$ cat src/rtl/bsg_link_ddr_downstream_rx.sv
// DDR link receive endpoint: pairs two DDR beats into one core word, buffers
// words in a first-word-fall-through FIFO and returns credits as a toggling token.
module bsg_link_ddr_downstream_rx #(
    parameter int channel_width                 = 8,
    parameter int num_channels                  = 2,
    parameter int lg_fifo_depth                 = 3,
    parameter int lg_credit_to_token_decimation = 2
) (
    input  logic                                    clk,
    input  logic                                    rst,
    input  logic [num_channels-1:0]                 io_valid_i,
    input  logic [num_channels*channel_width-1:0]   io_data_pos_i,
    input  logic [num_channels*channel_width-1:0]   io_data_neg_i,
    output logic                                    core_valid_o,
    output logic [4*channel_width*num_channels-1:0] core_data_o,
    input  logic                                    core_yumi_i,
    output logic                                    token_o,
    output logic                                    overflow_o,
    output logic                                    misalign_o,
    output logic [lg_fifo_depth:0]                  fifo_count_o
);

    localparam int core_width = 4 * channel_width * num_channels;
    localparam int half_width = core_width / 2;
    localparam int fifo_depth = 1 << lg_fifo_depth;
    localparam logic [lg_fifo_depth:0] depth_count = (lg_fifo_depth + 1)'(fifo_depth);

    typedef enum logic {PH0, PH1} phase_e;

    phase_e                  phase_r, phase_n;
    logic                    all_valid, misalign_event, latch_half, push_req;
    logic                    push, pop;
    logic [half_width-1:0]   beat, half_r;
    logic [core_width-1:0]   mem_r [fifo_depth];
    logic [lg_fifo_depth-1:0] wptr_r, rptr_r;
    logic [lg_fifo_depth:0]  count_r;
    logic [lg_credit_to_token_decimation-1:0] credit_r;
    logic                    token_r, overflow_r, misalign_r;

    assign all_valid      = &io_valid_i;
    assign misalign_event = |io_valid_i && !all_valid;

    // Each channel contributes {neg, pos}; channel c occupies slice c of the beat.
    always_comb begin
        // NOTE: every always_comb output gets a default first so no latch is inferred.
        beat = '0;
        for (int c = 0; c < num_channels; c++) begin
            beat[c*2*channel_width +: 2*channel_width] =
                {io_data_neg_i[c*channel_width +: channel_width],
                 io_data_pos_i[c*channel_width +: channel_width]};
        end
    end

    always_ff @(posedge clk) begin
        // NOTE: state is updated with non-blocking assignments so all flops see pre-edge values.
        if (rst) phase_r <= PH0;
        else     phase_r <= phase_n;
    end

    always_comb begin
        phase_n = phase_r;
        if (misalign_event)  phase_n = PH0;
        else if (all_valid)  phase_n = (phase_r == PH0) ? PH1 : PH0;
    end

    always_comb begin
        latch_half = all_valid && (phase_r == PH0);
        push_req   = all_valid && (phase_r == PH1);
    end

    always_ff @(posedge clk) begin
        if (rst || misalign_event) half_r <= '0;
        else if (latch_half)       half_r <= beat;
    end

    // A full FIFO can still accept a word when the head leaves in the same cycle.
    assign pop  = core_yumi_i && (count_r != '0);
    assign push = push_req && ((count_r < depth_count) || core_yumi_i);

    always_ff @(posedge clk) begin
        // NOTE: storage is not reset; count_r alone decides which entries are valid.
        if (push) mem_r[wptr_r] <= {beat, half_r};
    end

    always_ff @(posedge clk) begin
        if (rst) begin
            wptr_r  <= '0;
            rptr_r  <= '0;
            count_r <= '0;
        end else begin
            if (push) wptr_r <= wptr_r + lg_fifo_depth'(1);
            if (pop)  rptr_r <= rptr_r + lg_fifo_depth'(1);
            case ({push, pop})
                2'b10:   count_r <= count_r + (lg_fifo_depth + 1)'(1);
                2'b01:   count_r <= count_r - (lg_fifo_depth + 1)'(1);
                default: count_r <= count_r;
            endcase
        end
    end

    always_ff @(posedge clk) begin
        if (rst) begin
            credit_r   <= '0;
            token_r    <= 1'b0;
            overflow_r <= 1'b0;
            misalign_r <= 1'b0;
        end else begin
            if (pop) begin
                credit_r <= credit_r + lg_credit_to_token_decimation'(1);
                if (credit_r == '1) token_r <= ~token_r;
            end
            if (push_req && !push) overflow_r <= 1'b1;
            if (misalign_event)    misalign_r <= 1'b1;
        end
    end

    assign core_valid_o = (count_r != '0);
    assign core_data_o  = core_valid_o ? mem_r[rptr_r] : '0;
    assign fifo_count_o = count_r;
    assign token_o      = token_r;
    assign overflow_o   = overflow_r;
    assign misalign_o   = misalign_r;

endmodule

$ cat config.mk
export PLATFORM = sky130hd
export DESIGN_NAME = bsg_link_ddr_downstream_rx
export DESIGN_NICKNAME = d
export VERILOG_FILES = /design/src/rtl/bsg_link_ddr_downstream_rx.sv
export SDC_FILE = /design/constraint.sdc
export NUM_CORES = 1
export LEC_CHECK = 0
export ABC_CLOCK_PERIOD_IN_PS = 20800
export CAP_MARGIN = 25
export CORE_UTILIZATION = 35
export DETAILED_ROUTE_END_ITERATION = 16
export MAX_ROUTING_LAYER = met4
export PLACE_DENSITY = 0.63
export SYNTH_ARGS = -nofsm -noshare
export SYNTH_HDL_FRONTEND = slang
export SYNTH_SLANG_ARGS = --single-unit
export TNS_END_PERCENT = 50
$ cat constraint.sdc
create_clock -name clk -period 20.8 [get_ports clk]
set_clock_uncertainty 0.15 [all_clocks]
set_input_delay 3.12 -clock clk [delete_from_list [all_inputs] [get_ports clk]]
set_output_delay 3.12 -clock clk [all_outputs]
set_load 0.01 [all_outputs]
[Word level (Yosys, flattened, before mapping)]
Memory sizes are Yosys's and may differ from the RTL's. A register that Yosys moved wholly into a read port is not among the register bits.
Cells that the tools add are included.
Cells by class
  reduce and logical (&&, ||, !) cells: 16
  add/subtract/negate cells: 5
  order comparisons: 1
  equality and inequality tests: 3
  muxes and demuxes: 7
  bitwise gates (word level): 2
Operators by type and width (number)
  64-bit 2-to-1 mux: 1
  4-bit one-hot mux with 2 select lines: 1
  3-bit by 1-bit adder with 3-bit output (second input constant): 2
  1-bit logical AND: 6
  3-bit 2-to-1 mux: 2
  4-bit by 1-bit adder with 4-bit output (second input constant): 1
  2-bit equality test (second input constant): 2
  4-bit < comparator (second input constant): 1
  2-bit AND reduction: 2
  4-bit nonzero test: 1
  2-bit OR reduction: 2
  4-bit by 1-bit subtractor with 4-bit output (second input constant): 1
  1-bit 2-to-1 mux: 3
  2-bit by 1-bit adder with 2-bit output (second input constant): 1
  2-bit by 1-bit equality test with 1-bit output (second input constant): 1
  1-bit logical NOT: 2
  1-bit logical OR: 2
  1-bit NOT: 2
  2-bit nonzero test: 1
Storage, ports and cells
  memories: 1
  memory bits (writable): 512
  logic and storage cells: 44
  bits of input ports: 37
  register bits after elaboration: 48
Memories
  mem_r: words 8, width 64, rd ports 1, clocked after Yosys merged registers in 1, wr ports 1, RTL line 34  | logic [core_width-1:0] mem_r [fifo_depth];

[Logic depth before layout (Yosys ltp)]
Gate-level depths: netlist of run 1.
  depth after elaboration: 5
  depth in mapped cells: 11
  gate-level depth less buffers: 11

[Worst setup path before layout of run 1]
Ideal clock, no wire load.
  kind: input -> register
  from: in io_valid_i[0]
  to: mem mem_r[0][0] (netlist name), enable pin
  stages: 4
  arrival time: 8232 ps
  path buffers: 0
  setup time: 565 ps
  slack: 11853 ps
  cell sequence: ha_1 nand3_1 or2_2 nor3_1
Between the ends
  longest elaborated chain between the ends: 5
RTL lines
  from (decl): RTL line 11  | input logic [num_channels-1:0] io_valid_i,
  2-bit AND reduction: RTL line 40  | assign all_valid = &io_valid_i;
  1-bit logical AND: RTL line 68  | push_req = all_valid && (phase_r == PH1);
  1-bit logical AND: RTL line 78  | assign push = push_req && ((count_r < depth_count) || core_yumi_i);
  1-bit 2-to-1 mux: RTL line 82  | if (push) mem_r[wptr_r] <= {beat, half_r};
  1-bit 2-to-1 mux (implied by the code): RTL line 82
  to (decl): RTL line 34
Every way passes these cells.

==> results of run 1 <==
[routing by layer]
layer,global-route usage (%),vias up
met5,-,-
met4,4.011,0
met3,2.351,70
met2,24.46,229
met1,19.61,5350
li1,-,4458
[flip-flops by register name (all words and copies together) (netlist names), 2 cells and up, named ones only]
| register | count |
|---|---|
| rptr_r | 3 |
| mem_r | 512 |
| credit_r | 2 |
| half_r | 32 |
| wptr_r | 3 |
| fifo_count_o | 4 |
[per-stage QoR]
step / worst slack (ps) / instance area [um^2]
finish: 13040 / 25180
detailed placement: 13190 / 23350
floorplan: 11850 / 21340
CTS: 12540 / 25140
global placement: 13160 / 23350
global route: 12670 / 25180
[worst max-delay path, delay by kind of cell (launching register included)]
| kind | cells | cell delay, ps |
|---|---|---|
| buf+inv | 4 | 1990 |
| flops | 1 | 870 |
| mux | 2 | 850 |
| simple gates | 1 | 90 |
[cell families (layout without fill, tap and decap cells)]
family                     count (synthesis)  after routing  synth area share (%)
buffers and inverters                     59            231                 1.389
DFF                                      563            563                 76.82
and+or+nand+nor                          179            179                 3.406
muxes                                    195            195                 16.65
xor gates and xnor gates                   8              8                0.3283
adders and majority gates                  7              7                0.4103
AOI/OAI and AO/OA                         42             42                0.9965
other                                      0              2                     0
[report_power, final]
part | switching, W | internal, W
Combinational | 0.0000314 | 0.0000245
Clock | 0.000403 | 0.000570
Sequential | 0.00000591 | 0.00123
[cell type report]
class | instances | area [um^2]
fill | 5287 | 35180
sequential | 563 | 16410
multi-input combinational | 431 | 4723
clock buffer | 77 | 1558
timing repair buffer | 130 | 1266
tap | 782 | 978.4
clock inverter | 22 | 231.5
inverter | 2 | 7.507
antenna | 2 | 5.005
[synthesized netlist by cell type, types with 3 or more instances]
cell type,n
buf_4,11
nor2_1,85
edfxtp_1,512
mux4_2,128
buf_2,15
nand2b_1,5
nand2_1,71
dfxtp_1,51
clkbuf_1,22
a21oi_1,38
buf_1,7
ha_1,7
o21ai_0,3
xor2_1,8
nand3_1,5
nor2b_1,3
mux2i_1,66
[cells in the final DEF, fill, tap and decap left out, drive strengths merged]
cell | synthesis | layout
edfxtp | 512 | 512
mux4 | 128 | 128
clkdlybuf4s50 | 0 | 108
nor2 | 85 | 85
clkbuf | 22 | 77
nand2 | 71 | 71
mux2i | 66 | 66
dfxtp | 51 | 51
a21oi | 38 | 38
buf | 35 | 22
clkinv | 0 | 13
xor2 | 8 | 8
ha | 7 | 7
nand3 | 5 | 5
nand2b | 5 | 5
bufinv | 0 | 4
inv | 2 | 4
o21ai | 3 | 3
clkinvlp | 0 | 3
nor2b | 3 | 3
diode | 0 | 2
nand4 | 2 | 2
or2 | 2 | 2
nor3 | 2 | 2
nor4 | 1 | 1
or3 | 1 | 1
nor4bb | 1 | 1
nor4b | 1 | 1
o31ai | 1 | 1
mux2 | 1 | 1
[path summary, 6_finish.rpt]
check	from	endpoint	slack, ps	depth (start not counted)
setup / recovery	register	core_data_o[63]	13040	7
hold / removal	credit_r[1]	credit_r[1]	320	2
setup reg to reg	fifo_count_o[0]	fifo_count_o[3]	17200	10
hold reg to reg	credit_r[1]	credit_r[1]	320	2
==> impl_metrics.csv, run 1 <==
group,metric,value,unit
timing,fin_setup_tns,0,ps
clock_tree,clkTransAtPathRegs,60,ps
worst_setup_path,worstPathRequired,17530,ps
drt,wl,45130,um
clock_tree,cts.repair.resized,0,
clock_tree,post-cts-setup-buffers,0,
outcome,outcome,"completed",
worst_hold_path,min_path_type,"reg -> reg",
synth,syn_inst,1053,
drt,wl_met2,22660,um
timing,worstMarginPinSlew,1101,ps
clock_tree,cts-buffers-inserted,53,
global_routing,first_global_vias,10600,
drt,avgViaCountPerCell,5.031,
synth,synth_edf_count,512,
drt,drtIter0Drc,790,
power,finalPower,0.002265,W
worst_setup_path,cp_slowest_cell,"dfxtp_4",
drt,met1_length,19440,um
clock_tree,cts_buffer_depth,3,
clock_tree,cts_tree,"yes",
global_routing,grt_pass1_wl,67680,um
finish,area_growth,17.96,%
timing,hold_slack,323.5,ps
worst_setup_path,endpoint_kind,"primary output",
worst_setup_path,crit_chain,"buf_4, buf_4, buf_16, mux4_2, mux2i_1, nor2_1, clkdlybuf4s50_1",
drt,postRouteAntennaNets,0,
die,core.rowCount,90,
run,maxCapViolations,0,
worst_setup_path,path_common_cell,"buf_4",
timing,timing.final.crit_share,37.32,%
power,peakVddDrop,0.00005486,V
clock_tree,cts_root_buf,"clkbuf_16",
drt,routed.top_layer,"met4",
synth,yosysTopAreaCell,"edfxtp_1",
synth,async_flop_share,0,%
timing,fmax,128.8,MHz
drt,drt_first_pass_iters,8,
die,die_w,249.0,um
finish,utilization,41.71,%
timing,setup_viol,0,
synth,synth_area,21340,um^2
synth,synthFlopType,"edfxtp_1",
finish,fin_nets,1225,
drt,vias,10110,
synth,synth_top_area_share,72.03,%
synth,ys_top_cells_by_area,"edfxtp_1, mux4_2, dfxtp_1",
worst_setup_path,start_kind,"register",
placement,hpwl,23790,um
clock_tree,cts_sinks,563,
synth,synth_fp_nets,1097,
global_routing,grtUsageTotal,15.01,%
placement,dpl.cell_count,1907,
synth,yosys_warnings,0,
global_routing,antenna_found_initial,2,
timing,final_max_slew_viol_count,0,
placement,io_buffers,108,
finish,drive_gt1_share,20.49,%
timing,period_minus_slack,7764,ps
worst_setup_path,crit_arrival,4490,ps
synth,syn_area_per_cell,20.27,um^2
power,p_per_area,89.98,nW/um^2
timing,slew_headroom,26.60,%
timing,rsz0062_at_grt,"false",
global_routing,grt_max_degree,69,
finish,final_cells,2009,
worst_setup_path,critPathKind,"reg -> out",
clock_tree,clock_latency,570,ps
worst_setup_path,crit_fanout,44,
die,initial_core_util,35.36,%
synth,yosysSeqAreaShare,76.82,%
power,power_leakage,7.768,nW
synth,synth-seq-cells,563,
drt,wl_met3,2143,um
timing,finalHoldViolations,0,
placement,gp_congestion,0.6817,
die,core_area,60360,um^2
global_routing,grt_overflow,0,
clock_tree,h-tree-depth,2,
worst_setup_path,cpPeakStageDelay,870,ps
die,die-height,249.0,um
die,ios,109,
drt,drc,0,
clock_tree,postCtsHoldBufs,0,
die,dieArea,61980,um^2
drt,avgRoutedWirePerCell,22.46,um
synth,ys_types,28,
(Power assumes the default switching activity.)
==> run 2, diff against run 1 <==
--- a/config.mk
+++ b/config.mk
@@ -5,12 +5,12 @@
 export SDC_FILE = /design/constraint.sdc
 export NUM_CORES = 1
 export LEC_CHECK = 0
-export ABC_CLOCK_PERIOD_IN_PS = 20800
+export ABC_CLOCK_PERIOD_IN_PS = 6400
 export CAP_MARGIN = 25
 export CORE_UTILIZATION = 35
 export DETAILED_ROUTE_END_ITERATION = 16
 export MAX_ROUTING_LAYER = met4
-export PLACE_DENSITY = 0.63
+export PLACE_DENSITY = 0.65
 export SYNTH_ARGS = -nofsm -noshare
 export SYNTH_HDL_FRONTEND = slang
 export SYNTH_SLANG_ARGS = --single-unit
==> constraint.sdc (replaced) <==
create_clock -name clk -period 6.4 [get_ports clk]
set_clock_uncertainty 0.15 [all_clocks]
set_input_delay 0.96 -clock clk [delete_from_list [all_inputs] [get_ports clk]]
set_output_delay 0.96 -clock clk [all_outputs]
set_load 0.01 [all_outputs]
==> impl_metrics.csv, run 2 (synthesis gave the netlist of run 1 again) <==
group,metric,value,unit
power,peakVddDrop,0.0001805,V
worst_setup_path,crit_fanout,48,
die,initial_core_util,35.36,%
clock_tree,cts.repair.resized,0,
timing,setup_viol,0,
die,ios,109,
placement,io_buffers,108,
clock_tree,clkTransAtPathRegs,60,ps
finish,utilization,41.96,%
finish,final_cell_mix,"edfxtp_1, mux4_2, clkdlybuf4s50_1",
finish,drive_gt1_share,20.28,%
drt,drtIter0Drc,688,
finish,largest_register_ffs,512,
clock_tree,postCtsHoldBufs,0,
timing,timing.final.crit_share,69.35,%
global_routing,first_global_vias,10410,
clock_tree,clock_latency,580,ps
timing,fin_ws,1961,ps
drt,avgRoutedWirePerCell,21.95,um
worst_hold_path,min_path_type,"reg -> reg",
drt,postRouteAntennaNets,0,
clock_tree,h-tree-depth,2,
global_routing,grt_max_degree,66,
global_routing,grtUsageTotal,14.70,%
clock_tree,cts_tree,"yes",
placement,place_ws,2262,ps
worst_setup_path,endpoint_kind,"primary output",
placement,hpwl,23850,um
run,maxCapViolations,0,
worst_setup_path,critPathKind,"reg -> out",
finish,nFillCells,5264,
timing,rsz0062_at_grt,"false",
timing,worstMarginPinSlew,979.5,ps
clock_tree,cts_buffer_depth,3,
clock_tree,post-cts-setup-buffers,0,
worst_setup_path,crit_arrival,3330,ps
die,die-height,249.0,um
timing,final_max_slew_viol_count,0,
timing,slew_headroom,34.70,%
drt,drt_first_pass_iters,5,
timing,fmax,225.3,MHz
finish,area_growth,18.65,%
drt,vias,10020,
global_routing,antenna_found_initial,1,
finish,final_common_cell,"edfxtp_1",
timing,finalHoldViolations,0,
die,core.rowCount,90,
power,power_leakage,7.812,nW
die,die_w,249.0,um
clock_tree,cts_root_buf,"clkbuf_16",
drt,wl,44130,um
finish,top_register,"mem_r",
clock_tree,cts-buffers-inserted,53,
global_routing,grt_pass1_wl,66490,um
die,dieArea,61980,um^2
drt,avgViaCountPerCell,4.980,
placement,gp_congestion,0.6934,
outcome,outcome,"completed",
worst_setup_path,worstPathRequired,5290,ps
finish,fin_nets,1228,
global_routing,grt_overflow,0,
clock_tree,cts_sinks,563,
die,core_area,60360,um^2
drt,drc,0,
timing,period_minus_slack,4439,ps
worst_setup_path,start_kind,"register",
timing,hold_slack,322.6,ps
power,p_per_area,290.7,nW/um^2
[run 2: cell count changes in the layout (fill, tap and decap cells not counted), sizes merged]
cell	before	now
buf	22	25
clkinvlp	3	1
clkinv	13	18
clkbuf	77	71
inv	4	5
diode	2	1
bufinv	4	6
[run 2: area by class of cell]
| class | instances | area [um^2] | share of cell area [%] |
|---|---|---|---|
| inverter | 2 | 7.507 | 0.02964 |
| sequential | 563 | 16410 | 64.78 |
| clock inverter | 28 | 297.8 | 1.176 |
| multi-input combinational | 431 | 4730 | 18.68 |
| clock buffer | 71 | 1466 | 5.790 |
| tap | 782 | 978.4 | 3.863 |
| timing repair buffer | 133 | 1436 | 5.672 |
| antenna | 1 | 2.502 | 0.009881 |
[run 2: worst max-delay path, stage by stage, from the launching register on]
cell and delay, ps:
dfxtp_4 840, buf_4 500, mux4_2 270, mux2i_1 70, nor2_1 370, clkdlybuf4s50_1 640
[run 2: through the flow]
| stage | total power [W] | setup TNS, ps | instance area, um^2 | instances |
|---|---|---|---|---|
| floorplan | 0.004184 | -2975 | 21350 | 1053 |
| global placement | 0.004278 | 0 | 23430 | 1906 |
| detailed placement | 0.004283 | 0 | 23480 | 1908 |
| CTS | 0.007450 | 0 | 25250 | 2007 |
| global route | 0.007593 | 0 | 25330 | 2011 |
| finish | 0.007363 | 0 | 25330 | 2011 |
[run 2: metal layers]
metal	wire, um	track usage, %
met1	20460	20.47
met2	21010	22.63
met3	1925	2.508
met4	741	3.390
met5	0	-
[run 2: path summary, 6_finish.rpt]
kind	start	to	slack, ps	depth (start not counted)
max reg2reg	fifo_count_o[3]	fifo_count_o[2]	2620	12
max	register	core_data_o[9]	1960	5
min	credit_r[1]	credit_r[1]	320	2
min reg2reg	credit_r[1]	credit_r[1]	320	2
[run 2: where the power goes]
group	internal (W)	switching (W)
clock network	0.00185	0.00131
registers	0.00400	0.0000149
logic	0.0000819	0.000107
==> run 3, diff against run 2 <==
--- a/config.mk
+++ b/config.mk
@@ -5,7 +5,7 @@
 export SDC_FILE = /design/constraint.sdc
 export NUM_CORES = 1
 export LEC_CHECK = 0
-export ABC_CLOCK_PERIOD_IN_PS = 6400
+export ABC_CLOCK_PERIOD_IN_PS = 3900
 export CAP_MARGIN = 25
 export CORE_UTILIZATION = 35
 export DETAILED_ROUTE_END_ITERATION = 16
==> constraint.sdc (replaced) <==
create_clock -name clk -period 3.9 [get_ports clk]
set_clock_uncertainty 0.15 [all_clocks]
set_input_delay 0.585 -clock clk [delete_from_list [all_inputs] [get_ports clk]]
set_output_delay 0.585 -clock clk [all_outputs]
set_load 0.01 [all_outputs]
==> impl_metrics.csv, run 3 (synthesis gave the netlist of run 1 again) <==
group,metric,value,unit
clock_tree,cts_sinks,563,
clock_tree,cts_tree,"yes",
finish,drive_gt1_share,19.98,%
worst_setup_path,cpPeakStageDelay,560,ps
worst_setup_path,worstPathRequired,3160,ps
die,dieArea,61980,um^2
timing,hold_slack,318.2,ps
clock_tree,clock_latency,580,ps
worst_setup_path,endpoint_kind,"primary output",
global_routing,antenna_found_initial,0,
die,initial_core_util,35.36,%
placement,gp_congestion,0.7186,
outcome,outcome,"completed",
placement,io_buffers,108,
timing,slew_headroom,31.70,%
global_routing,met1_usage,19.25,%
finish,utilization,41.81,%
worst_setup_path,crit_family,"buffers and inverters",
global_routing,use_met2,23.73,%
worst_hold_path,hold_end,"credit_r[1]",
die,die-height,249.0,um
worst_setup_path,timing.rr.end,"fifo_count_o[3]",
clock_tree,cts.repair.resized,0,
worst_setup_path,r2r_slack,980,ps
drt,wl,43550,um
finish,fin_nets,1233,
finish,fin_area,25230,um^2
drt,vias,10080,
power,pwr-share-seq,56.3,%
timing,worstMarginPinSlew,1025,ps
global_routing,busiest_layer,"met2",
drt,postRouteAntennaNets,0,
die,die_w,249.0,um
power,finalPower,0.01170,W
timing,period_minus_slack,3697,ps
power,power_switching_share,19.47,%
worst_hold_path,min_path_type,"reg -> reg",
die,ios,109,
worst_setup_path,crit_chain,"buf_4, mux4_2, mux2i_1, nor2_1, clkdlybuf4s50_1",
global_routing,grt_overflow,0,
placement,place_ws,591.8,ps
timing,fin_ws,203.3,ps
finish,largest_register_ffs,512,
clock_tree,postCtsHoldBufs,0,
worst_setup_path,critPathKind,"reg -> out",
worst_setup_path,cp.depth,5,
clock_tree,cts_root_buf,"clkbuf_16",
global_routing,first_global_vias,10630,
clock_tree,post-cts-setup-buffers,0,
worst_hold_path,whs_path_depth,2,
drt,drtIter0Drc,667,
power,p_clk_share,41.1,%
drt,drt_first_pass_iters,5,
worst_setup_path,cp_slowest_cell,"mux4_2",
placement,hpwl,23920,um
finish,final_common_cell,"edfxtp_1",
timing,fmax,270.5,MHz
power,p_int,0.009426,W
finish,nFillCells,5249,
run,maxCapViolations,0,
timing,rsz0062_at_grt,"false",
clock_tree,cts_buffer_depth,3,
drt,avgViaCountPerCell,5.009,
worst_setup_path,crit_arrival,2960,ps
finish,top_register,"mem_r",
finish,insertedDiodeCount,0,
worst_setup_path,timing.rr.start,"fifo_count_o[0]",
worst_setup_path,reg2reg_depth,9,
power,peakVddDrop,0.0003331,V
worst_hold_path,hold_start,"credit_r[1]",
worst_setup_path,crit_fanout,22,
finish,final_cell_mix,"edfxtp_1, mux4_2, clkdlybuf4s50_1",
placement,postPlaceCellArea,23620,um^2
global_routing,grtUsageTotal,14.52,%
timing,timing.final.crit_share,94.79,%
worst_setup_path,start_kind,"register",
finish,area_growth,18.22,%
power,power_leakage,7.758,nW
power,power_frac_comb,2.6,%
drt,drc,0,
clock_tree,clkTransAtPathRegs,60,ps
power,p_sw,0.002279,W
global_routing,grtUsageMet3,2.027,%
clock_tree,cts-buffers-inserted,52,
global_routing,grt_pass1_wl,65850,um
worst_setup_path,worst-path-buf-inv,2,
drt,avgRoutedWirePerCell,21.63,um
power,p_per_area,463.9,nW/um^2
die,core_area,60360,um^2
clock_tree,h-tree-depth,2,
timing,finalHoldViolations,0,
die,core.rowCount,90,
timing,setup_viol,0,
timing,final_max_slew_viol_count,0,
global_routing,grt_max_degree,65,
run 3: cell count changes in the layout (fill, tap and decap cells not counted), sizes merged:
cell      delta
buf          +6
bufinv       -5
clkbuf      +11
clkinv       -9
clkinvlp     -1
diode        -1
inv          +1
run 3: final cells by class:
type                       count  area, um^2  area share [%]
multi-input combinational    431        4736           18.77
clock buffer                  82        1515           6.005
sequential                   563       16410           65.02
clock inverter                14       101.3          0.4016
timing repair buffer         139        1489           5.900
tap                          782       978.4           3.877
inverter                       2       7.507         0.02975
run 3: routing by layer:
metal | vias to the layer above | wire length [um]
met5 | - | 0
met2 | 236 | 21800
met4 | 0 | 713
li1 | 4485 | -
met1 | 5307 | 19310
met3 | 56 | 1729
run 3: power groups by stage:
stage	Sequential [W]	Combinational, W	Clock [W]
2_1_floorplan	0.00671	0.000155	0
3_3_place_gp	0.00671	0.000309	0
3_5_place_dp	0.00672	0.000314	0
4_1_cts	0.00659	0.000315	0.00491
5_1_grt	0.00659	0.000333	0.00512
6_report	0.00659	0.000306	0.00481
run 3: worst max-delay path by stage:
stage | endpoint | slack [ps]
5_1_grt | core_data_o[34] | 40
2_1_floorplan | mem_r[2][0] | -780
3_3_place_gp | fifo_count_o[3] | 610
3_5_place_dp | mem_r[0][39] | 590
4_1_cts | core_data_o[16] | 150
6_report | core_data_o[25] | 200
run 3: tightest hold or removal path: stages (launching register included):
cell,delay (ps)
dfxtp_1,310
nand2_1,60
a21oi_1,50
run 3: stage by stage:
| step | instances | setup TNS, ps |
|---|---|---|
| detailed placement | 1917 | 0 |
| global placement | 1917 | 0 |
| floorplan | 1053 | -232750 |
| CTS | 2013 | 0 |
| finish | 2013 | 0 |
| global route | 2013 | 0 |
